[src/rtl/snes_pad_reader_pkg.sv]
`default_nettype none
// ============================================================================
// Module      : snes_pad_pkg
// Description : Shared definitions for the SNES pad reader and the encoders
//               that consume its button word: FSM states, default timing,
//               button bit positions and the pad ID nibble.
// Revision    : 1.0 - initial release
// ============================================================================
package snes_pad_pkg;

    // Reader FSM states
    typedef enum logic [2:0] {
        ST_IDLE     = 3'd0,
        ST_LATCH    = 3'd1,
        ST_GAP      = 3'd2,
        ST_CLK_LOW  = 3'd3,
        ST_CLK_HIGH = 3'd4,
        ST_DONE     = 3'd5
    } pad_state_e;

    // Default timing for a 50 MHz system clock
    localparam int DEF_LATCH_CYCLES = 600;     // 12 us latch pulse
    localparam int DEF_HALF_CYCLES  = 300;     // 6 us per pad_clk phase
    localparam int DEF_POLL_CYCLES  = 833333;  // 60 Hz frame rate

    // Frame geometry
    localparam int NUM_BUTTONS = 12;
    localparam int NUM_BITS    = 16;

    // Button bit positions in the active-low button word
    localparam int BTN_B      = 0;
    localparam int BTN_Y      = 1;
    localparam int BTN_SELECT = 2;
    localparam int BTN_START  = 3;
    localparam int BTN_UP     = 4;
    localparam int BTN_DOWN   = 5;
    localparam int BTN_LEFT   = 6;
    localparam int BTN_RIGHT  = 7;
    localparam int BTN_A      = 8;
    localparam int BTN_X      = 9;
    localparam int BTN_L      = 10;
    localparam int BTN_R      = 11;

    // A genuine pad reads its four trailing bits as all ones
    localparam logic [3:0]             PAD_ID_BITS      = 4'hF;
    localparam logic [NUM_BUTTONS-1:0] BUTTONS_RELEASED = 12'hFFF;

    // True when a raw 16-bit read carries a valid pad ID
    function automatic logic pad_id_ok(input logic [NUM_BITS-1:0] raw);
        return raw[15:12] == PAD_ID_BITS;
    endfunction

endpackage
`default_nettype wire

[src/rtl/snes_pad_reader_if.sv]
`default_nettype none
// ============================================================================
// Module      : snes_pad_reader_if
// Description : Pad-side pins plus the button-word output bus of the reader.
//               master = reader, slave = pad / consumer side.
// Revision    : 1.0 - initial release
// ============================================================================
interface snes_pad_reader_if;
    import snes_pad_pkg::*;

    logic                   enable;
    logic                   pad_latch;
    logic                   pad_clk;
    logic                   pad_data;
    logic [NUM_BUTTONS-1:0] buttons;
    logic                   pad_present;
    logic                   frame_valid;

    modport master (
        input  enable,
        input  pad_data,
        output pad_latch,
        output pad_clk,
        output buttons,
        output pad_present,
        output frame_valid
    );

    modport slave (
        output enable,
        output pad_data,
        input  pad_latch,
        input  pad_clk,
        input  buttons,
        input  pad_present,
        input  frame_valid
    );
endinterface
`default_nettype wire

[src/rtl/snes_pad_reader_sync_2ff.sv]
`default_nettype none
// ============================================================================
// Module      : sync_2ff
// Description : Two-flop synchronizer for a single asynchronous bit, reset 0.
// Revision    : 1.0 - initial release
// ============================================================================
module sync_2ff (
    input  wire logic clk,
    input  wire logic rst,
    input  wire logic d,
    output logic      q
);
    logic r_meta;
    logic r_sync;

    // Two back-to-back flops give metastability time to resolve
    always_ff @(posedge clk) begin
        if (rst) begin
            r_meta <= 1'b0;
            r_sync <= 1'b0;
        end else begin
            r_meta <= d;
            r_sync <= r_meta;
        end
    end

    assign q = r_sync;
endmodule
`default_nettype wire

[src/rtl/snes_pad_reader.sv]
`default_nettype none
// ============================================================================
// Module      : snes_pad_reader
// Description : Free-running SNES pad poller. Drives latch/clock, shifts in
//               16 serial bits and publishes a 12-bit active-low button word
//               with a one-cycle frame_valid pulse per completed frame.
// Revision    : 1.0 - initial release
// ============================================================================
module snes_pad_reader
    import snes_pad_pkg::*;
#(
    parameter int LATCH_CYCLES = DEF_LATCH_CYCLES,
    parameter int HALF_CYCLES  = DEF_HALF_CYCLES,
    parameter int POLL_CYCLES  = DEF_POLL_CYCLES
) (
    input  wire logic          system_clock,
    input  wire logic          system_reset,
    snes_pad_reader_if.master  pad
);

    // State encoding
    localparam logic [2:0] S_IDLE     = ST_IDLE;
    localparam logic [2:0] S_LATCH    = ST_LATCH;
    localparam logic [2:0] S_GAP      = ST_GAP;
    localparam logic [2:0] S_CLK_LOW  = ST_CLK_LOW;
    localparam logic [2:0] S_CLK_HIGH = ST_CLK_HIGH;
    localparam logic [2:0] S_DONE     = ST_DONE;

    // Counter widths and reload values
    localparam int PHASE_MAX = (LATCH_CYCLES > HALF_CYCLES) ? LATCH_CYCLES : HALF_CYCLES;
    localparam int PHASE_W   = $clog2(PHASE_MAX);
    localparam int POLL_W    = $clog2(POLL_CYCLES);

    localparam logic [PHASE_W-1:0] LATCH_LOAD = PHASE_W'(LATCH_CYCLES - 1);
    localparam logic [PHASE_W-1:0] HALF_LOAD  = PHASE_W'(HALF_CYCLES - 1);
    localparam logic [PHASE_W-1:0] PHASE_ONE  = PHASE_W'(1);
    localparam logic [POLL_W-1:0]  POLL_LAST  = POLL_W'(POLL_CYCLES - 1);
    localparam logic [POLL_W-1:0]  POLL_ONE   = POLL_W'(1);
    localparam logic [3:0]         LAST_BIT   = 4'(NUM_BITS - 1);

    logic [2:0]             r_state;
    logic [PHASE_W-1:0]     r_phase;
    logic [3:0]             r_bit_idx;
    logic [NUM_BITS-1:0]    r_raw;
    logic [POLL_W-1:0]      r_poll;
    logic                   r_latch;
    logic                   r_clk;
    logic                   r_commit;
    logic [NUM_BUTTONS-1:0] r_buttons;
    logic                   r_present;
    logic                   r_valid;

    logic w_data_sync;
    logic w_poll_tick;
    logic w_phase_end;
    logic w_raw_present;

    sync_2ff u_sync (
        .clk (system_clock),
        .rst (system_reset),
        .d   (pad.pad_data),
        .q   (w_data_sync)
    );

    assign w_poll_tick   = (r_poll == '0) && pad.enable;
    assign w_phase_end   = (r_phase == '0);
    assign w_raw_present = pad_id_ok(r_raw);

    // Free-running frame-rate counter, independent of enable
    always_ff @(posedge system_clock) begin
        if (system_reset) begin
            r_poll <= '0;
        end else if (r_poll == POLL_LAST) begin
            r_poll <= '0;
        end else begin
            r_poll <= r_poll + POLL_ONE;
        end
    end

    // Frame sequencer: latch, gap, 16 clock pulses, then hand off to commit
    always_ff @(posedge system_clock) begin
        if (system_reset) begin
            r_state   <= S_IDLE;
            r_phase   <= '0;
            r_bit_idx <= '0;
            r_raw     <= '0;
            r_latch   <= 1'b0;
            r_clk     <= 1'b1;
            r_commit  <= 1'b0;
        end else begin
            r_commit <= 1'b0;
            case (r_state)
                S_IDLE: begin
                    if (w_poll_tick) begin
                        r_state   <= S_LATCH;
                        r_phase   <= LATCH_LOAD;
                        r_bit_idx <= '0;
                        r_latch   <= 1'b1;
                        r_clk     <= 1'b1;
                    end
                end
                S_LATCH: begin
                    if (w_phase_end) begin
                        r_state <= S_GAP;
                        r_phase <= HALF_LOAD;
                        r_latch <= 1'b0;
                    end else begin
                        r_phase <= r_phase - PHASE_ONE;
                    end
                end
                S_GAP: begin
                    if (w_phase_end) begin
                        r_state <= S_CLK_LOW;
                        r_phase <= HALF_LOAD;
                        r_clk   <= 1'b0;
                    end else begin
                        r_phase <= r_phase - PHASE_ONE;
                    end
                end
                S_CLK_LOW: begin
                    // Sample at the end of the low phase, before the pad shifts
                    if (w_phase_end) begin
                        r_raw[r_bit_idx] <= w_data_sync;
                        r_state          <= S_CLK_HIGH;
                        r_phase          <= HALF_LOAD;
                        r_clk            <= 1'b1;
                    end else begin
                        r_phase <= r_phase - PHASE_ONE;
                    end
                end
                S_CLK_HIGH: begin
                    if (w_phase_end) begin
                        if (r_bit_idx == LAST_BIT) begin
                            r_state <= S_DONE;
                        end else begin
                            r_bit_idx <= r_bit_idx + 4'd1;
                            r_state   <= S_CLK_LOW;
                            r_phase   <= HALF_LOAD;
                            r_clk     <= 1'b0;
                        end
                    end else begin
                        r_phase <= r_phase - PHASE_ONE;
                    end
                end
                S_DONE: begin
                    r_state  <= S_IDLE;
                    r_commit <= 1'b1;
                end
                default: begin
                    r_state <= S_IDLE;
                    r_latch <= 1'b0;
                    r_clk   <= 1'b1;
                end
            endcase
        end
    end

    // Publish the whole frame at once so consumers never see a partial word;
    // raw is untouched until the next frame's first sample, so it is still valid here
    always_ff @(posedge system_clock) begin
        if (system_reset) begin
            r_buttons <= BUTTONS_RELEASED;
            r_present <= 1'b0;
            r_valid   <= 1'b0;
        end else begin
            r_valid <= r_commit;
            if (r_commit) begin
                r_buttons <= w_raw_present ? r_raw[NUM_BUTTONS-1:0] : BUTTONS_RELEASED;
                r_present <= w_raw_present;
            end
        end
    end

    assign pad.pad_latch   = r_latch;
    assign pad.pad_clk     = r_clk;
    assign pad.buttons     = r_buttons;
    assign pad.pad_present = r_present;
    assign pad.frame_valid = r_valid;

endmodule
`default_nettype wire

[src/flat_wrapper.sv]
// flat-port wrapper written by rule: the top's interface ports become plain ports
module snes_pad_reader_flat import snes_pad_pkg::*;
#(
    parameter int LATCH_CYCLES = DEF_LATCH_CYCLES,
    parameter int HALF_CYCLES  = DEF_HALF_CYCLES,
    parameter int POLL_CYCLES  = DEF_POLL_CYCLES
)
  (system_clock, system_reset, pad_enable, pad_pad_data, pad_pad_latch, pad_pad_clk, pad_buttons, pad_pad_present, pad_frame_valid);
  snes_pad_reader_if pad_i ();
  input  wire logic system_clock;
  input  wire logic system_reset;
  input wire logic [$bits(pad_i.enable)-1:0] pad_enable;
  input wire logic [$bits(pad_i.pad_data)-1:0] pad_pad_data;
  output wire logic [$bits(pad_i.pad_latch)-1:0] pad_pad_latch;
  output wire logic [$bits(pad_i.pad_clk)-1:0] pad_pad_clk;
  output wire logic [$bits(pad_i.buttons)-1:0] pad_buttons;
  output wire logic [$bits(pad_i.pad_present)-1:0] pad_pad_present;
  output wire logic [$bits(pad_i.frame_valid)-1:0] pad_frame_valid;
  assign pad_i.enable = pad_enable;
  assign pad_i.pad_data = pad_pad_data;
  assign pad_pad_latch = pad_i.pad_latch;
  assign pad_pad_clk = pad_i.pad_clk;
  assign pad_buttons = pad_i.buttons;
  assign pad_pad_present = pad_i.pad_present;
  assign pad_frame_valid = pad_i.frame_valid;
  snes_pad_reader #(.LATCH_CYCLES(LATCH_CYCLES), .HALF_CYCLES(HALF_CYCLES), .POLL_CYCLES(POLL_CYCLES)) u_core (.system_clock(system_clock), .system_reset(system_reset), .pad(pad_i));
endmodule
[config.mk]
export PLATFORM = sky130hd
export DESIGN_NAME = snes_pad_reader_flat
export DESIGN_NICKNAME = d
export VERILOG_FILES = /design/src/rtl/snes_pad_reader_pkg.sv /design/src/rtl/snes_pad_reader_if.sv /design/src/rtl/snes_pad_reader_sync_2ff.sv /design/src/rtl/snes_pad_reader.sv /design/src/flat_wrapper.sv
export SDC_FILE = /design/constraint.sdc
export NUM_CORES = 1
export LEC_CHECK = 0
export ABC_AREA = 1
export CAP_MARGIN = 25
export CORE_MARGIN = 4
export CORE_UTILIZATION = 32
export DETAILED_ROUTE_END_ITERATION = 8
export GPL_TIMING_DRIVEN = 0
export HOLD_SLACK_MARGIN = 0.1
export SETUP_SLACK_MARGIN = 0.5
export SYNTH_ARGS = -nofsm -noshare
export SYNTH_HDL_FRONTEND = slang
export SYNTH_HIERARCHICAL = 1
export SYNTH_SLANG_ARGS = --single-unit
[constraint.sdc]
create_clock -name system_clock -period 2 [get_ports system_clock]
set_input_delay 0.3 -clock system_clock [delete_from_list [all_inputs] [get_ports system_clock]]
set_output_delay 0.3 -clock system_clock [all_outputs]
set_load 0.02 [all_outputs]
==> metrics.log <==
INFO  metric outcome = complete, no violations
INFO  metric period_share = 0.797
INFO  metric boundaryPins = 20
INFO  metric critPathLaunchType = flop
INFO  metric fin_ws = 0.407 ns
INFO  metric grt.total_usage = 0.141
INFO  metric finalInstanceArea = 0.00490 mm²
INFO  metric grt_overflow = 0
INFO  metric cp-end-kind = flop
INFO  metric relSlewSlack = 0.646
INFO  metric drt.antenna.violating_nets = 0
INFO  metric drive_gt1_frac = 0.225
INFO  metric wire_length_of_the_first_global_routing_pass = 15.4 mm
INFO  metric worst_clock_skew = 0.00641 ns
INFO  metric fmaxAchievable = 628 MHz
INFO  metric tritoncts = yes
INFO  metric peakVddDrop = 0.000928 V
INFO  metric fill_cells = 1174
INFO  metric floorplan.die_area = 0.0135 mm²
INFO  metric placed_area = 0.00412 mm²
INFO  metric critical_path.max_fanout = 4
INFO  metric cts-root-to-sink-buffers = 2
INFO  metric syn_to_final_growth = 30.6%
INFO  metric cts.clk_slew.worst_paths = 0.05 ns
INFO  metric mapped_area = 0.00375 mm²
INFO  metric multi_input_comb_area = 0.00225 mm²
INFO  metric detail_route.vias_per_cell = 4.85
INFO  metric dpl_worst_slack = -0.247 ns
INFO  metric synthesis.area_per_instance = 6.79 µm²
INFO  metric worst-endpoint-required = 2.22 ns
INFO  metric synth_fp_nets = 565
INFO  metric dpl.hpwl = 6.39 mm
INFO  metric routed_wire_length_per_instance = 12.2 µm
INFO  metric layout_min_cycle_time = 1.59 ns
INFO  metric detailed_route_drc_error_count = 0
INFO  metric critical_path_class = reg2reg
INFO  metric final_slew_viol_count = 0
INFO  metric final-setup-viol-count = 0
INFO  metric cts.sinks = 72
INFO  metric timing_hold_violations_final = 0
INFO  metric power_density = 1330 mW/mm²
INFO  metric ctsHtreeMaxLevel = 3
INFO  metric dr_total_vias = 3645
INFO  metric ys_ff_latch = 72
INFO  metric insertion_delay = 0.33 ns
INFO  metric worst-slew-pin-transition = 0.531 ns
INFO  metric grt_setup_unrepaired = yes
INFO  metric antenna_cells_inserted = 0
INFO  metric min-delay-path-class = in2reg
INFO  metric synth.distinct_cells = 39
INFO  metric drtPass1Iterations = 5
INFO  metric antenna_found_initial = 0
INFO  metric number_of_drc_markers_after_the_initial_detailed_route_iteration = 179
INFO  metric core.rowCount = 39
INFO  metric yosysWarningCount = 6
INFO  metric port_buffers = 19
INFO  metric core-area = 0.0115 mm²
INFO  metric place_congestion = 0.905
INFO  metric postSynthCellCount = 553
INFO  metric portion_of_the_post_synthesis_area_used_by_sequential_elements = 0.384
INFO  metric area.sequential = 0.00145 mm²
INFO  metric cts_buffers = 9
INFO  metric grt_pass1_vias = 3438
INFO  metric routed_wirelength = 9.19 mm
INFO  metric floorplan.die.width = 116 µm
INFO  metric clock-root-buffer = sky130_fd_sc_hd__clkbuf_16
INFO  metric maxCapViolCount = 0
INFO  metric worstPathArrival = 1.82 ns
INFO  metric total_leakage_power = 1.90 nW
INFO  metric grt_max_degree = 12
INFO  metric fp.dieH = 116 µm
INFO  metric num-nets-final = 617
INFO  metric initial_utilization = 0.327
==> area by class of cell <==
cell class	instances	share of cell area
multi-input combinational	403	0.459
sequential	72	0.296
timing repair buffer	41	0.0769
clock buffer	12	0.0523
inverter	62	0.0501
tap	143	0.0365
buffer	16	0.0250
clock inverter	3	0.00358
==> worst max-delay path, cell delays in order, from the launching register on <==
cell and delay [ns]:
sky130_fd_sc_hd__dfxtp_4 0.36, sky130_fd_sc_hd__inv_4 0.04, sky130_fd_sc_hd__ha_4 0.15, sky130_fd_sc_hd__nand2_1 0.06, sky130_fd_sc_hd__inv_1 0.03, sky130_fd_sc_hd__nand2_1 0.06
sky130_fd_sc_hd__nor2_1 0.05, sky130_fd_sc_hd__nand3_1 0.10, sky130_fd_sc_hd__nand2_2 0.11, sky130_fd_sc_hd__buf_4 0.16, sky130_fd_sc_hd__buf_6 0.12, sky130_fd_sc_hd__nand2_8 0.08
sky130_fd_sc_hd__clkinv_4 0.05, sky130_fd_sc_hd__nor2_1 0.08, sky130_fd_sc_hd__nor2_1 0.05
==> kinds of logic after synthesis <==
logic type	count (synthesis)	share of synthesized area
AO/OA/AOI/OAI	74	0.112
flip-flops	72	0.384
XOR/XNOR	7	0.0163
AND/OR/NAND/NOR	314	0.373
buffers and inverters	78	0.0870
adder cells (fa/ha/maj)	8	0.0267
==> cell usage after synthesis <==
library cell | count | area [µm²]
sky130_fd_sc_hd__a21oi_1 | 37 | 185
sky130_fd_sc_hd__a21oi_2 | 2 | 17.5
sky130_fd_sc_hd__a21oi_4 | 1 | 16.3
sky130_fd_sc_hd__a31oi_1 | 1 | 6.26
sky130_fd_sc_hd__buf_2 | 3 | 15.0
sky130_fd_sc_hd__buf_4 | 3 | 22.5
sky130_fd_sc_hd__buf_6 | 1 | 11.3
sky130_fd_sc_hd__clkbuf_1 | 8 | 30.0
sky130_fd_sc_hd__clkbuf_8 | 1 | 13.8
sky130_fd_sc_hd__clkinv_1 | 1 | 3.75
sky130_fd_sc_hd__clkinv_2 | 1 | 5.00
sky130_fd_sc_hd__dfxtp_1 | 72 | 1440
sky130_fd_sc_hd__ha_1 | 8 | 100
sky130_fd_sc_hd__inv_1 | 54 | 203
sky130_fd_sc_hd__inv_2 | 6 | 22.5
sky130_fd_sc_hd__nand2_1 | 137 | 514
sky130_fd_sc_hd__nand2_2 | 6 | 37.5
sky130_fd_sc_hd__nand2_4 | 2 | 22.5
sky130_fd_sc_hd__nand3_1 | 48 | 240
sky130_fd_sc_hd__nand3_2 | 3 | 30.0
sky130_fd_sc_hd__nand3b_1 | 3 | 22.5
sky130_fd_sc_hd__nand4_1 | 5 | 31.3
sky130_fd_sc_hd__nand4_2 | 1 | 12.5
sky130_fd_sc_hd__nor2_1 | 87 | 327
sky130_fd_sc_hd__nor2_2 | 6 | 37.5
sky130_fd_sc_hd__nor2_4 | 5 | 56.3
sky130_fd_sc_hd__nor3_1 | 7 | 35.0
sky130_fd_sc_hd__nor3_4 | 1 | 16.3
sky130_fd_sc_hd__o21ai_0 | 17 | 85.1
sky130_fd_sc_hd__o21ai_1 | 1 | 5.00
sky130_fd_sc_hd__o21ai_4 | 1 | 16.3
sky130_fd_sc_hd__o21bai_1 | 1 | 7.51
sky130_fd_sc_hd__o22ai_1 | 12 | 75.1
sky130_fd_sc_hd__o31ai_1 | 1 | 7.51
sky130_fd_sc_hd__or2_0 | 1 | 6.26
sky130_fd_sc_hd__or2_2 | 1 | 6.26
sky130_fd_sc_hd__or3_1 | 1 | 6.26
sky130_fd_sc_hd__xnor2_1 | 3 | 26.3
sky130_fd_sc_hd__xor2_1 | 4 | 35.0
==> flip-flops by register name, indices dropped and copies added (netlist names) <==
register and count:
u_core/pad.pad_clk 1, u_core/r_poll 20, u_core/pad.frame_valid 1, u_core/r_state 3, u_core/pad.pad_latch 1, u_core/r_phase 10, u_core/r_commit 1, u_core/pad.pad_present 1
u_core/r_raw 16, u_core/pad.buttons 12, u_core/u_sync/q 1, u_core/r_bit_idx 4, u_core/u_sync/r_meta 1
==> cell usage in the layout (no fill, tap or decap), types with 7 or more instances in the layout <==
cell | Yosys | final
sky130_fd_sc_hd__o21ai_0 | 17 | 11
sky130_fd_sc_hd__buf_6 | 1 | 9
sky130_fd_sc_hd__clkbuf_16 | 0 | 9
sky130_fd_sc_hd__nor2_1 | 87 | 80
sky130_fd_sc_hd__inv_2 | 6 | 10
sky130_fd_sc_hd__clkbuf_1 | 8 | 8
sky130_fd_sc_hd__o22ai_1 | 12 | 12
sky130_fd_sc_hd__a21oi_1 | 37 | 28
sky130_fd_sc_hd__nor2_2 | 6 | 7
sky130_fd_sc_hd__inv_1 | 54 | 49
sky130_fd_sc_hd__nand2_1 | 137 | 127
sky130_fd_sc_hd__nor2_4 | 5 | 11
sky130_fd_sc_hd__dlygate4sd2_1 | 0 | 16
sky130_fd_sc_hd__a21oi_2 | 2 | 9
sky130_fd_sc_hd__buf_4 | 3 | 17
sky130_fd_sc_hd__nand3_1 | 48 | 42
sky130_fd_sc_hd__nand2_2 | 6 | 13
sky130_fd_sc_hd__dfxtp_1 | 72 | 65
==> per-stage QoR <==
step / setup TNS, ns / std cells / util / hold WS (ns) / total power [mW]
after floorplan: 0 / 553 / - / 0.371 / 3.63
after global placement: -5.11 / 715 / 0.360 / 0.402 / 4.07
after detailed placement: -5.85 / 715 / 0.360 / 0.401 / 4.12
after CTS: 0 / 747 / 0.416 / 0.404 / 6.42
after global routing: 0 / 752 / 0.427 / 0.319 / 6.98
final: 0 / 752 / 0.427 / 0.330 / 6.54
==> path summary, 6_finish.rpt <==
kind         depth (start not counted)                 to  slack, ns            startpoint
max                                 14  u_core/r_state[2]       0.41      u_core/r_poll[0]
min                                  2    u_core/u_sync/q       0.33          system_reset
max reg2reg                         14  u_core/r_state[2]       0.41      u_core/r_poll[0]
min reg2reg                          2    u_core/u_sync/q       0.40  u_core/u_sync/r_meta
==> routing by layer <==
| layer | vias to the layer above | wire length (µm) | global-route usage |
|---|---|---|---|
| li1 | 1875 | - | - |
| met5 | - | 0 | 0 |
| met1 | 1689 | 4130 | 0.174 |
| met4 | 0 | 142 | 0.0565 |
| met3 | 12 | 336 | 0.0342 |
| met2 | 69 | 4580 | 0.237 |
==> what timing repair did <==
action,CTS,global route
buffers inserted,15,5
gates resized for setup,89,28
setup endpoints to repair,78,67
pin swaps,22,19
cloned,2,0
hold buffers,0,0
==> report_power, final <==
group | total (mW) | switching, mW | internal (mW) | leakage [nW]
Clock | 1.46 | 0.567 | 0.895 | 0.134
Sequential | 1.83 | 0.212 | 1.62 | 0.588
Combinational | 3.24 | 1.94 | 1.29 | 1.18
Total | 6.54 | 2.72 | 3.81 | 1.90
No activity file was read; power rests on OpenSTA's default activity.
